### src/rtl/structs.sv
// Shared read-port bundles for the variance corner cache.
// Field widths match the default IIDW/SQDW configuration.
package structs;

    typedef struct packed {
        logic [2:0] raddr;
        logic [2:0] raddrSQ;
    } struct_varianceCache_Read_in;

    typedef struct packed {
        logic [31:0] q;
        logic [63:0] qSQ;
    } struct_varianceCache_Read_out;

endpackage

### src/rtl/variance_corner_fetch_pkg.sv
// Types and constants for the variance corner fetcher.
// Corner indices double as cache entry addresses.
package variance_corner_fetch_pkg;

    typedef enum logic [1:0] {
        FREE,
        FILLING,
        FULL
    } bankState_t;

    typedef enum logic [2:0] {
        IDLE,
        CALC,
        ISSUE,
        DRAIN,
        DONE
    } fetchState_t;

    localparam logic [2:0] TL = 3'd1;
    localparam logic [2:0] TR = 3'd2;
    localparam logic [2:0] BL = 3'd3;
    localparam logic [2:0] BR = 3'd4;

    localparam int DEFAULT_STRIDE = 321;

endpackage

### src/rtl/variance_corner_bank.sv
// Four-entry corner cache bank: one write port, two async reads.
// Addresses outside TL..BR read as zero.
module variance_corner_bank
    import variance_corner_fetch_pkg::*;
#(
    parameter int IIDW = 32,
    parameter int SQDW = 64
) (
    input  logic            clk,
    input  logic            resetn,
    input  logic            we,
    input  logic [2:0]      waddr,
    input  logic [IIDW-1:0] wdata,
    input  logic [SQDW-1:0] wdataSQ,
    input  logic [2:0]      raddr,
    input  logic [2:0]      raddrSQ,
    output logic [IIDW-1:0] q,
    output logic [SQDW-1:0] qSQ
);

    logic [IIDW-1:0] entry   [1:4];
    logic [SQDW-1:0] entrySQ [1:4];

    always_ff @(posedge clk or negedge resetn) begin
        if (!resetn) begin
            for (int i = 1; i <= 4; i++) begin
                entry[i]   <= '0;
                entrySQ[i] <= '0;
            end
        end else begin
            for (int i = 1; i <= 4; i++) begin
                if (we && waddr == 3'(i)) begin
                    entry[i]   <= wdata;
                    entrySQ[i] <= wdataSQ;
                end
            end
        end
    end

    always_comb begin
        q   = '0;
        qSQ = '0;
        for (int i = 1; i <= 4; i++) begin
            if (raddr == 3'(i))
                q = entry[i];
            if (raddrSQ == 3'(i))
                qSQ = entrySQ[i];
        end
    end

endmodule

### src/rtl/variance_corner_fetch.sv
// Fetches the four window corners into a ping-pong corner cache
// and hands each filled bank to the variance calculator.
module variance_corner_fetch
    import variance_corner_fetch_pkg::*;
    import structs::*;
#(
    parameter int IIDW   = 32,
    parameter int SQDW   = 64,
    parameter int ADDRW  = 17,
    parameter int STRIDE = DEFAULT_STRIDE
) (
    input  logic                         clk,
    input  logic                         resetn,
    input  logic                         start,
    input  logic [8:0]                   win_x,
    input  logic [8:0]                   win_y,
    input  logic [8:0]                   win_w,
    input  logic [8:0]                   win_h,
    output logic                         ready,
    output logic                         valid,
    output logic                         dblBuf,
    input  logic                         taken,
    input  logic [1:0]                   bankRelease,
    output logic [ADDRW-1:0]             ii_raddr,
    output logic [ADDRW-1:0]             sq_raddr,
    output logic                         ii_rd,
    input  logic [IIDW-1:0]              ii_q,
    input  logic [SQDW-1:0]              sq_q,
    input  struct_varianceCache_Read_in  vcrA_in,
    input  struct_varianceCache_Read_in  vcrB_in,
    output struct_varianceCache_Read_out vcrA_out,
    output struct_varianceCache_Read_out vcrB_out
);

    fetchState_t      state, nextState;
    bankState_t       bankSt [2];
    logic             fillPtr;
    logic [8:0]       winX, winY, winW, winH;
    logic [ADDRW-1:0] base, hoff, offs;
    logic [1:0]       issueCnt;
    logic             wrEn;
    logic [2:0]       wrIdx;
    logic             accept;
    logic [IIDW-1:0]  aQ, bQ;
    logic [SQDW-1:0]  aQSQ, bQSQ;

    assign ready  = (state == IDLE) && (bankSt[fillPtr] == FREE);
    assign accept = start && ready;
    assign valid  = (state == DONE);
    assign dblBuf = fillPtr;
    assign ii_rd  = (state == ISSUE);

    always_comb begin
        nextState = state;
        unique case (state)
            IDLE:    if (accept) nextState = CALC;
            CALC:    nextState = ISSUE;
            ISSUE:   if (issueCnt == 2'd3) nextState = DRAIN;
            DRAIN:   nextState = DONE;
            DONE:    if (taken) nextState = IDLE;
            default: nextState = IDLE;
        endcase
    end

    always_ff @(posedge clk or negedge resetn) begin
        if (!resetn) begin
            state    <= IDLE;
            fillPtr  <= 1'b0;
            winX     <= '0;
            winY     <= '0;
            winW     <= '0;
            winH     <= '0;
            base     <= '0;
            hoff     <= '0;
            issueCnt <= '0;
            wrEn     <= 1'b0;
            wrIdx    <= '0;
            bankSt[0] <= FREE;
            bankSt[1] <= FREE;
        end else begin
            state <= nextState;
            if (accept) begin
                winX <= win_x;
                winY <= win_y;
                winW <= win_w;
                winH <= win_h;
            end
            if (state == CALC) begin
                base <= ADDRW'(winY) * ADDRW'(STRIDE)
                      + ADDRW'(winX);
                hoff <= ADDRW'(winH) * ADDRW'(STRIDE);
            end
            issueCnt <= (state == ISSUE) ? issueCnt + 2'd1 : 2'd0;
            // Data lags the read strobe by one cycle.
            wrEn  <= (state == ISSUE);
            wrIdx <= {1'b0, issueCnt} + TL;
            if (state == DONE && taken)
                fillPtr <= ~fillPtr;
            for (int b = 0; b < 2; b++) begin
                if (state == CALC && fillPtr == 1'(b))
                    bankSt[b] <= FILLING;
                else if (state == DONE && taken && fillPtr == 1'(b))
                    bankSt[b] <= FULL;
                else if (bankRelease[b] && bankSt[b] == FULL)
                    bankSt[b] <= FREE;
            end
        end
    end

    always_comb begin
        offs = '0;
        unique case (issueCnt)
            2'd0: offs = '0;
            2'd1: offs = ADDRW'(winW);
            2'd2: offs = hoff;
            2'd3: offs = hoff + ADDRW'(winW);
            default: offs = '0;
        endcase
        ii_raddr = (state == ISSUE) ? base + offs : '0;
        sq_raddr = ii_raddr;
    end

    variance_corner_bank #(.IIDW(IIDW), .SQDW(SQDW)) bankA (
        .clk     (clk),
        .resetn  (resetn),
        .we      (wrEn && !fillPtr),
        .waddr   (wrIdx),
        .wdata   (ii_q),
        .wdataSQ (sq_q),
        .raddr   (vcrA_in.raddr),
        .raddrSQ (vcrA_in.raddrSQ),
        .q       (aQ),
        .qSQ     (aQSQ)
    );

    variance_corner_bank #(.IIDW(IIDW), .SQDW(SQDW)) bankB (
        .clk     (clk),
        .resetn  (resetn),
        .we      (wrEn && fillPtr),
        .waddr   (wrIdx),
        .wdata   (ii_q),
        .wdataSQ (sq_q),
        .raddr   (vcrB_in.raddr),
        .raddrSQ (vcrB_in.raddrSQ),
        .q       (bQ),
        .qSQ     (bQSQ)
    );

    assign vcrA_out.q   = aQ;
    assign vcrA_out.qSQ = aQSQ;
    assign vcrB_out.q   = bQ;
    assign vcrB_out.qSQ = bQSQ;

endmodule

### config.mk
export PLATFORM = sky130hd
export DESIGN_NAME = variance_corner_fetch
export DESIGN_NICKNAME = d
export VERILOG_FILES = /design/src/rtl/structs.sv /design/src/rtl/variance_corner_fetch_pkg.sv /design/src/rtl/variance_corner_bank.sv /design/src/rtl/variance_corner_fetch.sv
export SDC_FILE = /design/constraint.sdc
export NUM_CORES = 1
export LEC_CHECK = 0
export BUFFER_PORTS_ARGS = -buffer_cell sky130_fd_sc_hd__buf_2
export CORE_MARGIN = 2
export CORE_UTILIZATION = 35
export DETAILED_ROUTE_END_ITERATION = 8
export HOLD_SLACK_MARGIN = 0.12
export PLACE_DENSITY = 0.59
export SYNTH_ARGS = -nofsm -noshare
export SYNTH_HDL_FRONTEND = slang
export SYNTH_SLANG_ARGS = --single-unit
### constraint.sdc
create_clock -name clk -period 6.1 [get_ports clk]
set_clock_uncertainty 0.2 [all_clocks]
set_input_delay 0.61 -clock clk [delete_from_list [all_inputs] [get_ports clk]]
set_output_delay 0.61 -clock clk [all_outputs]
set_load 0.02 [all_outputs]
==> results.sh, run 1 <==
export IMPL_status="completed"
export IMPL_cts_clk_slew_worst_paths_ps=60
export IMPL_crit_fanout=4
export IMPL_cts_buffer_depth=3
export IMPL_power_density_nw_per_um2=479.7
export IMPL_cts_buffers=96
export IMPL_core_area_sq_um=114200
export IMPL_cts_resized=0
export IMPL_syn_nets=3315
export IMPL_cp_start_kind="register"
export IMPL_die_h_microns=342.9
export IMPL_overflow=0
export IMPL_cts_tree="yes"
export IMPL_synth_top_area_share_pct=53.03
export IMPL_yosys_top_cells_area="dfrtp_1 (53%), mux2_2 (22%), mux2i_1 (4.8%), ha_1 (3.9%), a22oi_1 (3.7%)"
export IMPL_clock_sinks=852
export IMPL_cp_slowest_stage_delay_ps=480
export IMPL_critPathSlowestCell="a2111oi_2"
export IMPL_gp_congestion=0.8410
export IMPL_synth_main_ff_cell="dfrtp_1"
export IMPL_synth_seq_cells=852
export IMPL_post_route_period_util_pct=91.32
export IMPL_setup_tns_ps=0
export IMPL_synth_edf_count=0
export IMPL_maxCapViolCount=0
export IMPL_track_usage_pct=19.15
export IMPL_min_path_type="primary input to register"
export IMPL_wirelength_mm=114.0
export IMPL_fillers=10830
export IMPL_vias=27150
export IMPL_setup_viol=0
export IMPL_clk_latency_ps=660
export IMPL_report_final_slew_viol_count=0
export IMPL_synth_warnings=0
export IMPL_tightest_slew_ps=1264
export IMPL_synth_seq_area_share_pct=53.03
export IMPL_fmax_mhz=179.5
export IMPL_vias_per_cell=5.380
export IMPL_fin_nets=3739
export IMPL_synthCells=3034
export IMPL_crit_path_end_kind="output pin"
export IMPL_path_cells="ha_1, inv_1, fa_1, nor2b_1, o31a_1, o31a_1, xnor2_1, nand2b_1, a21oi_1, ha_1, a21o_1, a2111oi_2, o211a_1, o21ai_1, a21oi_1, xor2_1, nor2_1, buf_2"
export IMPL_crit_start="winW[0]"
export IMPL_synthesis_area_sq_um=40200
export IMPL_yosysMostFrequentCell="dfrtp_1"
export IMPL_drive_gt1_share_pct=39.48
export IMPL_worst_ep_arrival_time_ps=4760
export IMPL_grt_pass1_vias=28040
export IMPL_async_flop_share_pct=100.0
export IMPL_drt_pass1_iterations=6
export IMPL_ant_nets=0
export IMPL_grt_pass1_wl_mm=173.8
export IMPL_ir_drop_v=0.0003777
export IMPL_initial_utilization_pct=35.21
export IMPL_leakagePower_nw=22.08
export IMPL_dp_cells=4738
export IMPL_rsz0062_at_grt="no"
export IMPL_drc=0
export IMPL_h_tree_depth=3
export IMPL_die_w_microns=342.9
export IMPL_post_cts_setup_buffer_count=0
export IMPL_syn_avg_cell_area_sq_um=13.25
export IMPL_crit_type="register to output pin"
export IMPL_antenna_found_initial=11
export IMPL_placementRows=124
export IMPL_crit_required_ps=5290
export IMPL_cts_root_buffer="clkbuf_16"
export IMPL_dieArea_sq_um=117600
export IMPL_worstReg2RegStart="winY[0]"
export IMPL_drtIter0Drc=1474
export IMPL_area_growth_pct=19.86
export IMPL_yosys_top_cells_count="dfrtp_1 (852), mux2_2 (792), a22oi_1 (197)"
export IMPL_timing_hold_violations_final=0
export IMPL_port_buffers=379
export IMPL_synth_cell_types=65
export IMPL_io_pins=380
export IMPL_min_period_ps=5570
export IMPL_instances_no_fill=5047
export IMPL_detailed_place_hpwl_mm=69.03
export IMPL_grt_start_max_net_pins=164
export IMPL_wl_per_cell_microns=22.59
export IMPL_post_synth_top_area_cell="dfrtp_1"
export IMPL_relSlewSlack_pct=15.50
export IMPL_holdCritStartpoint="sq_q[21]"
state kept, by name, indices dropped and copies added (netlist names):
register       count
wrEn               1
winX               9
state              3
hoff              17
winH               9
winW               9
base              17
issueCnt           2
bankSt             4
bankA.entry      128
dblBuf             1
winY               9
bankB.entry      128
wrIdx              3
bankA.entrySQ    256
bankB.entrySQ    256
final cells by class:
class	instances	area, sq um	share of cell area [%]
tap	1512	1892	3.926
antenna	4	10.01	0.02077
sequential	852	21320	44.24
clock buffer	145	2858	5.930
timing repair buffer	556	3744	7.769
inverter	24	90.09	0.1869
clock inverter	26	347.8	0.7218
multi-input combinational	1928	17930	37.20
power by group:
| group | leakage [nW] | switching [mW] | internal, mW |
|---|---|---|---|
| Clock | 1.56 | 2.39 | 3.44 |
| Sequential | 10.6 | 1.21 | 7.80 |
| Combinational | 9.95 | 4.20 | 4.07 |
| Total | 22.1 | 7.80 | 15.3 |
cell usage in the layout (no fill, tap or decap), types with 6 or more instances in the layout:
cell type      count
a21o_1            18
a21oi_1           34
a222oi_1           6
a22oi_1          197
buf_12            13
buf_2            374
buf_4             34
clkbuf_1          23
clkbuf_16         97
clkbuf_8          25
clkinv_2          10
dfrtp_1          852
dlygate4sd3_1    134
ha_1             126
inv_1             24
mux2_1            13
mux2_2           792
mux2i_1          193
nand2_1           80
nand2b_1           6
nand3_1           12
nand4_1            7
nor2_1            38
nor2b_1            9
nor2b_4            6
nor3_1             9
o21ai_0           42
o21ai_1            7
o21bai_1           6
o22ai_1          194
xnor2_1           30
xor2_1            14
worst paths after layout:
| kind | end | cells after the start | slack [ps] |
|---|---|---|---|
| max in group asynchronous | bankA.entrySQ[2] | 3 | 3870 |
| hold reg to reg | issueCnt[0] | 1 | 300 |
| hold / removal | bankB.entrySQ[85] | 2 | 180 |
| setup reg to reg | base[14] | 14 | 2130 |
| min in group asynchronous | winW[5] | 2 | 400 |
| setup / recovery | sq_raddr[14] | 18 | 530 |
metrics by stage:
stage                     worst slack [ps]  hold slack, ps  total power [mW]  instance area, sq um  util, %
final                                529.8           184.2             23.12                 48190    42.20
after global placement                1299           278.1             17.16                 43630    38.21
after CTS                            495.9           143.1             23.35                 48180    42.19
after detailed placement              1262           290.8             17.36                 43630    38.21
after global routing                 161.2           166.2             24.67                 48190    42.20
after floorplan                       1513           114.4             15.04                 40200        -
logic make-up (layout without fill, tap and decap cells):
kind of cell	after synthesis	count (layout)	share of synthesized area, %
simple gates	206	206	2.449
compound gates	549	549	9.337
mux	998	998	27.35
buf+inv	254	751	2.701
flops	852	852	53.03
xor+xnor	44	44	0.9585
fa+ha+maj	131	131	4.170
other cells	0	4	0
metal layers:
layer | global-route usage (%) | vias to the layer above | share of wire, %
met5 | 0 | - | 0.089
li1 | - | 12180 | -
met4 | 5.067 | 16 | 2.4
met3 | 4.277 | 188 | 5.7
met1 | 25.54 | 14130 | 45
met2 | 31.41 | 646 | 47
critical path, delay by kind of cell, from the launching register on:
kind                       cells  cell delay [ps]
DFF                            1              380
AOI/OAI and AO/OA              8             1860
xor gates and xnor gates       2              270
and+or+nand+nor                3              420
adders and majority gates      3              890
buffers and inverters          2              260
what timing repair did:
action	4_1_cts	5_1_grt
hold endpoints to repair	869	0
hold buffers	134	0
setup endpoints to repair	0	0
(Power assumes the default switching activity.)
==> inputs of run 2 (changes only) <==
--- a/config.mk
+++ b/config.mk
@@ -13,4 +13,6 @@
 export PLACE_DENSITY = 0.59
 export SYNTH_ARGS = -nofsm -noshare
 export SYNTH_HDL_FRONTEND = slang
+export SYNTH_HIERARCHICAL = 1
 export SYNTH_SLANG_ARGS = --single-unit
+export TNS_END_PERCENT = 5
==> run 2 against run 1 <==
  * Design area up 5.5%
  * Utilization fell by 0.56 points
  * Area after synthesis up 7.4%
==> results.sh, run 2 <==
export IMPL_crit_type="register to output pin"
export IMPL_gp_congestion=0.8295
export IMPL_syn_avg_cell_area_sq_um=13.29
export IMPL_placementRows=128
export IMPL_crit_start="winW[3]"
export IMPL_grt_pass1_wl_mm=186.5
export IMPL_vias=28640
export IMPL_fmax_mhz=180.6
export IMPL_critPathSlowestCell="a2111oi_0"
export IMPL_instances_no_fill=5345
export IMPL_reg2reg_to="base[16]"
export IMPL_grt_pass1_vias=29490
export IMPL_grt_start_max_net_pins=170
export IMPL_fin_nets=3922
export IMPL_h_tree_depth=3
export IMPL_yosys_area_share_adder_pct=3.882
export IMPL_path_cells="ha_1, a21o_1, a21oi_1, o21ai_0, a31oi_1, xnor2_1, a222oi_1, nor2_1, ha_1, a2111oi_0, o21ai_1, nand3_1, o21ai_0, nor4b_2, a211o_1, nand2_1, buf_2"
export IMPL_cp_start_kind="register"
export IMPL_antenna_found_initial=7
export IMPL_crit_fanout=5
export IMPL_rsz0062_at_grt="no"
export IMPL_io_pins=380
export IMPL_drtIter0Drc=1744
export IMPL_core_area_sq_um=122000
export IMPL_post_route_period_util_pct=90.75
export IMPL_total_power_mw=23.93
export IMPL_final_cell_mix="dfrtp_1 (852), mux2_2 (618), buf_2 (374), nand2_1 (280)"
export IMPL_cts_buffer_depth=3
export IMPL_syn_nets=3531
export IMPL_mostFrequentLayoutCell="dfrtp_1"
export IMPL_tightest_slew_ps=1155
export IMPL_synth_edf_count=0
export IMPL_worst_slack_ps=564.2
export IMPL_dp_slack_ps=1351
export IMPL_reg2reg_depth=14
export IMPL_crit_required_ps=5290
export IMPL_min_period_ps=5536
export IMPL_drc=0
export IMPL_dp_cells=5030
export IMPL_synth_simple_gate_area_share_pct=8.958
export IMPL_timing_hold_violations_final=0
export IMPL_die_h_microns=355.3
export IMPL_setup_viol=0
export IMPL_relSlewSlack_pct=23.02
export IMPL_detailed_place_hpwl_mm=71.16
export IMPL_rrSetupSlack_ps=2450
export IMPL_dieArea_sq_um=126200
export IMPL_holdCritStartpoint="sq_q[9]"
export IMPL_cp_top_family="compound AO/OA/AOI/OAI gates"
export IMPL_status="completed"
export IMPL_report_final_slew_viol_count=0
export IMPL_cts_buffers=99
export IMPL_fin_area_sq_um=50820
export IMPL_die_w_microns=355.3
export IMPL_track_usage_pct=19.06
export IMPL_muxShareOfSynthArea_pct=26.84
export IMPL_clock_sinks=852
export IMPL_cts_root_buffer="clkbuf_16"
export IMPL_maxCapViolCount=0
export IMPL_multi_input_area_sq_um=20340
export IMPL_synth_seq_area_share_pct=49.37
export IMPL_critPathBufInv=1
export IMPL_power_density_nw_per_um2=470.9
export IMPL_yosys_top_cells_count="dfrtp_1 (852), mux2_2 (618), nand2_1 (280)"
export IMPL_drt_pass1_iterations=6
export IMPL_synth_warnings=6
export IMPL_clk_latency_ps=690
export IMPL_synth_compound_area_share_pct=6.365
export IMPL_synth_cell_types=72
export IMPL_post_dp_cell_area_sq_um=46150
export IMPL_wirelength_mm=121.3
export IMPL_worstHoldEndpoint="bankA/entrySQ[9]"
export IMPL_yosysMostFrequentCell="dfrtp_1"
export IMPL_initial_utilization_pct=35.39
export IMPL_cts_clk_slew_worst_paths_ps=60
export IMPL_cts_resized=0
export IMPL_ant_nets=0
export IMPL_synthCells=3250
export IMPL_min_path_type="primary input to register"
export IMPL_port_buffers=379
export IMPL_wl_per_cell_microns=22.70
export IMPL_async_flop_share_pct=100.0
export IMPL_largest_registers="bankA/entrySQ: 256 flops, bankB/entrySQ: 256 flops"
export IMPL_fillers=11510
export IMPL_post_synth_top_area_cell="dfrtp_1"
export IMPL_synthesis_area_sq_um=43190
export IMPL_synth_top_family_by_area="multiplexers"
export IMPL_leakagePower_nw=23.34
export IMPL_regArea_sq_um=21320
export IMPL_area_growth_pct=17.67
export IMPL_worstReg2RegStart="winY[2]"
export IMPL_yosys_top_cells_area="dfrtp_1 (49%), mux2_2 (16%), mux2_4 (5.6%), mux2i_1 (4.5%), o221ai_1 (3.9%)"
export IMPL_setup_tns_ps=0
export IMPL_hold_path_depth=2
export IMPL_vias_per_cell=5.359
export IMPL_synth_seq_cells=852
export IMPL_ir_drop_v=0.0003842
export IMPL_cts_tree="yes"
export IMPL_cp_slowest_stage_delay_ps=450
export IMPL_worst_ep_arrival_time_ps=4730
export IMPL_synth_top_area_share_pct=49.37
export IMPL_crit_path_end_kind="output pin"
export IMPL_synth_main_ff_cell="dfrtp_1"
export IMPL_drive_gt1_share_pct=37.54
export IMPL_post_cts_setup_buffer_count=0
export IMPL_overflow=0
export IMPL_synth_xor_area_share_pct=0.8924
## run 2: cell count changes after synthesis, sizes merged, moves of 6 or more
cell and change:
o22ai -194, o221ai +191, or2 +6, a22oi -196, or4bb +80, clkbuf +6, buf +33, nand2 +202
a211oi +6, nand4bb +112, nor2b -12
## run 2: worst max path at each step
| stage | end | slack, ps | depth (start not counted) |
|---|---|---|---|
| CTS | sq_raddr[16] | 570 | 17 |
| finish | sq_raddr[16] | 560 | 17 |
| floorplan | sq_raddr[16] | 1590 | 19 |
| global route | ii_raddr[16] | 230 | 16 |
| global placement | ii_raddr[16] | 1340 | 16 |
| detailed placement | sq_raddr[16] | 1350 | 17 |
## run 2: power by group
group | switching [mW] | internal [mW]
combinational | 4.29 | 4.48
sequential | 1.27 | 7.84
clock | 2.52 | 3.54
total | 8.07 | 15.9
## run 2: cell families after synthesis
group | count (synthesis)
AOI/OAI and AO/OA | 352
xor gates and xnor gates | 44
adders and majority gates | 131
buffers and inverters | 292
DFF | 852
muxes | 997
and+or+nand+nor | 582
## run 2: repair_timing
item | 4_1_cts | 5_1_grt
endpoints found under the hold margin | 870 | 0
hold buffers | 135 | 0
endpoints found under the setup margin | 0 | 0
## run 2: through the flow
stage	utilization (%)	hold WS, ps
floorplan	-	114.4
global placement	37.82	267.1
detailed placement	37.82	275.8
CTS	41.64	131.5
global route	41.64	165.7
finish	41.64	198.0
## run 2: layer usage
layer  track usage, %  routed length [microns]  part of all wire (%)  vias up
met3            4.026                     6182                   5.1      201
met5                0                       88                 0.073        -
met1            26.68                    57140                    47    14930
met4            5.814                     3459                   2.9       14
li1                 -                        -                     -    12870
met2            29.52                    54430                    45      626
## run 2: cell type report
type                    instances  area share [%]
repair buffers                559           7.332
diodes                          1        0.004924
clock inverters                37          0.8741
well taps                    1625           4.001
clock buffers                 142           5.646
flip-flops and latches        852           41.95
multi-input cells            2106           40.02
inverters                      23          0.1699
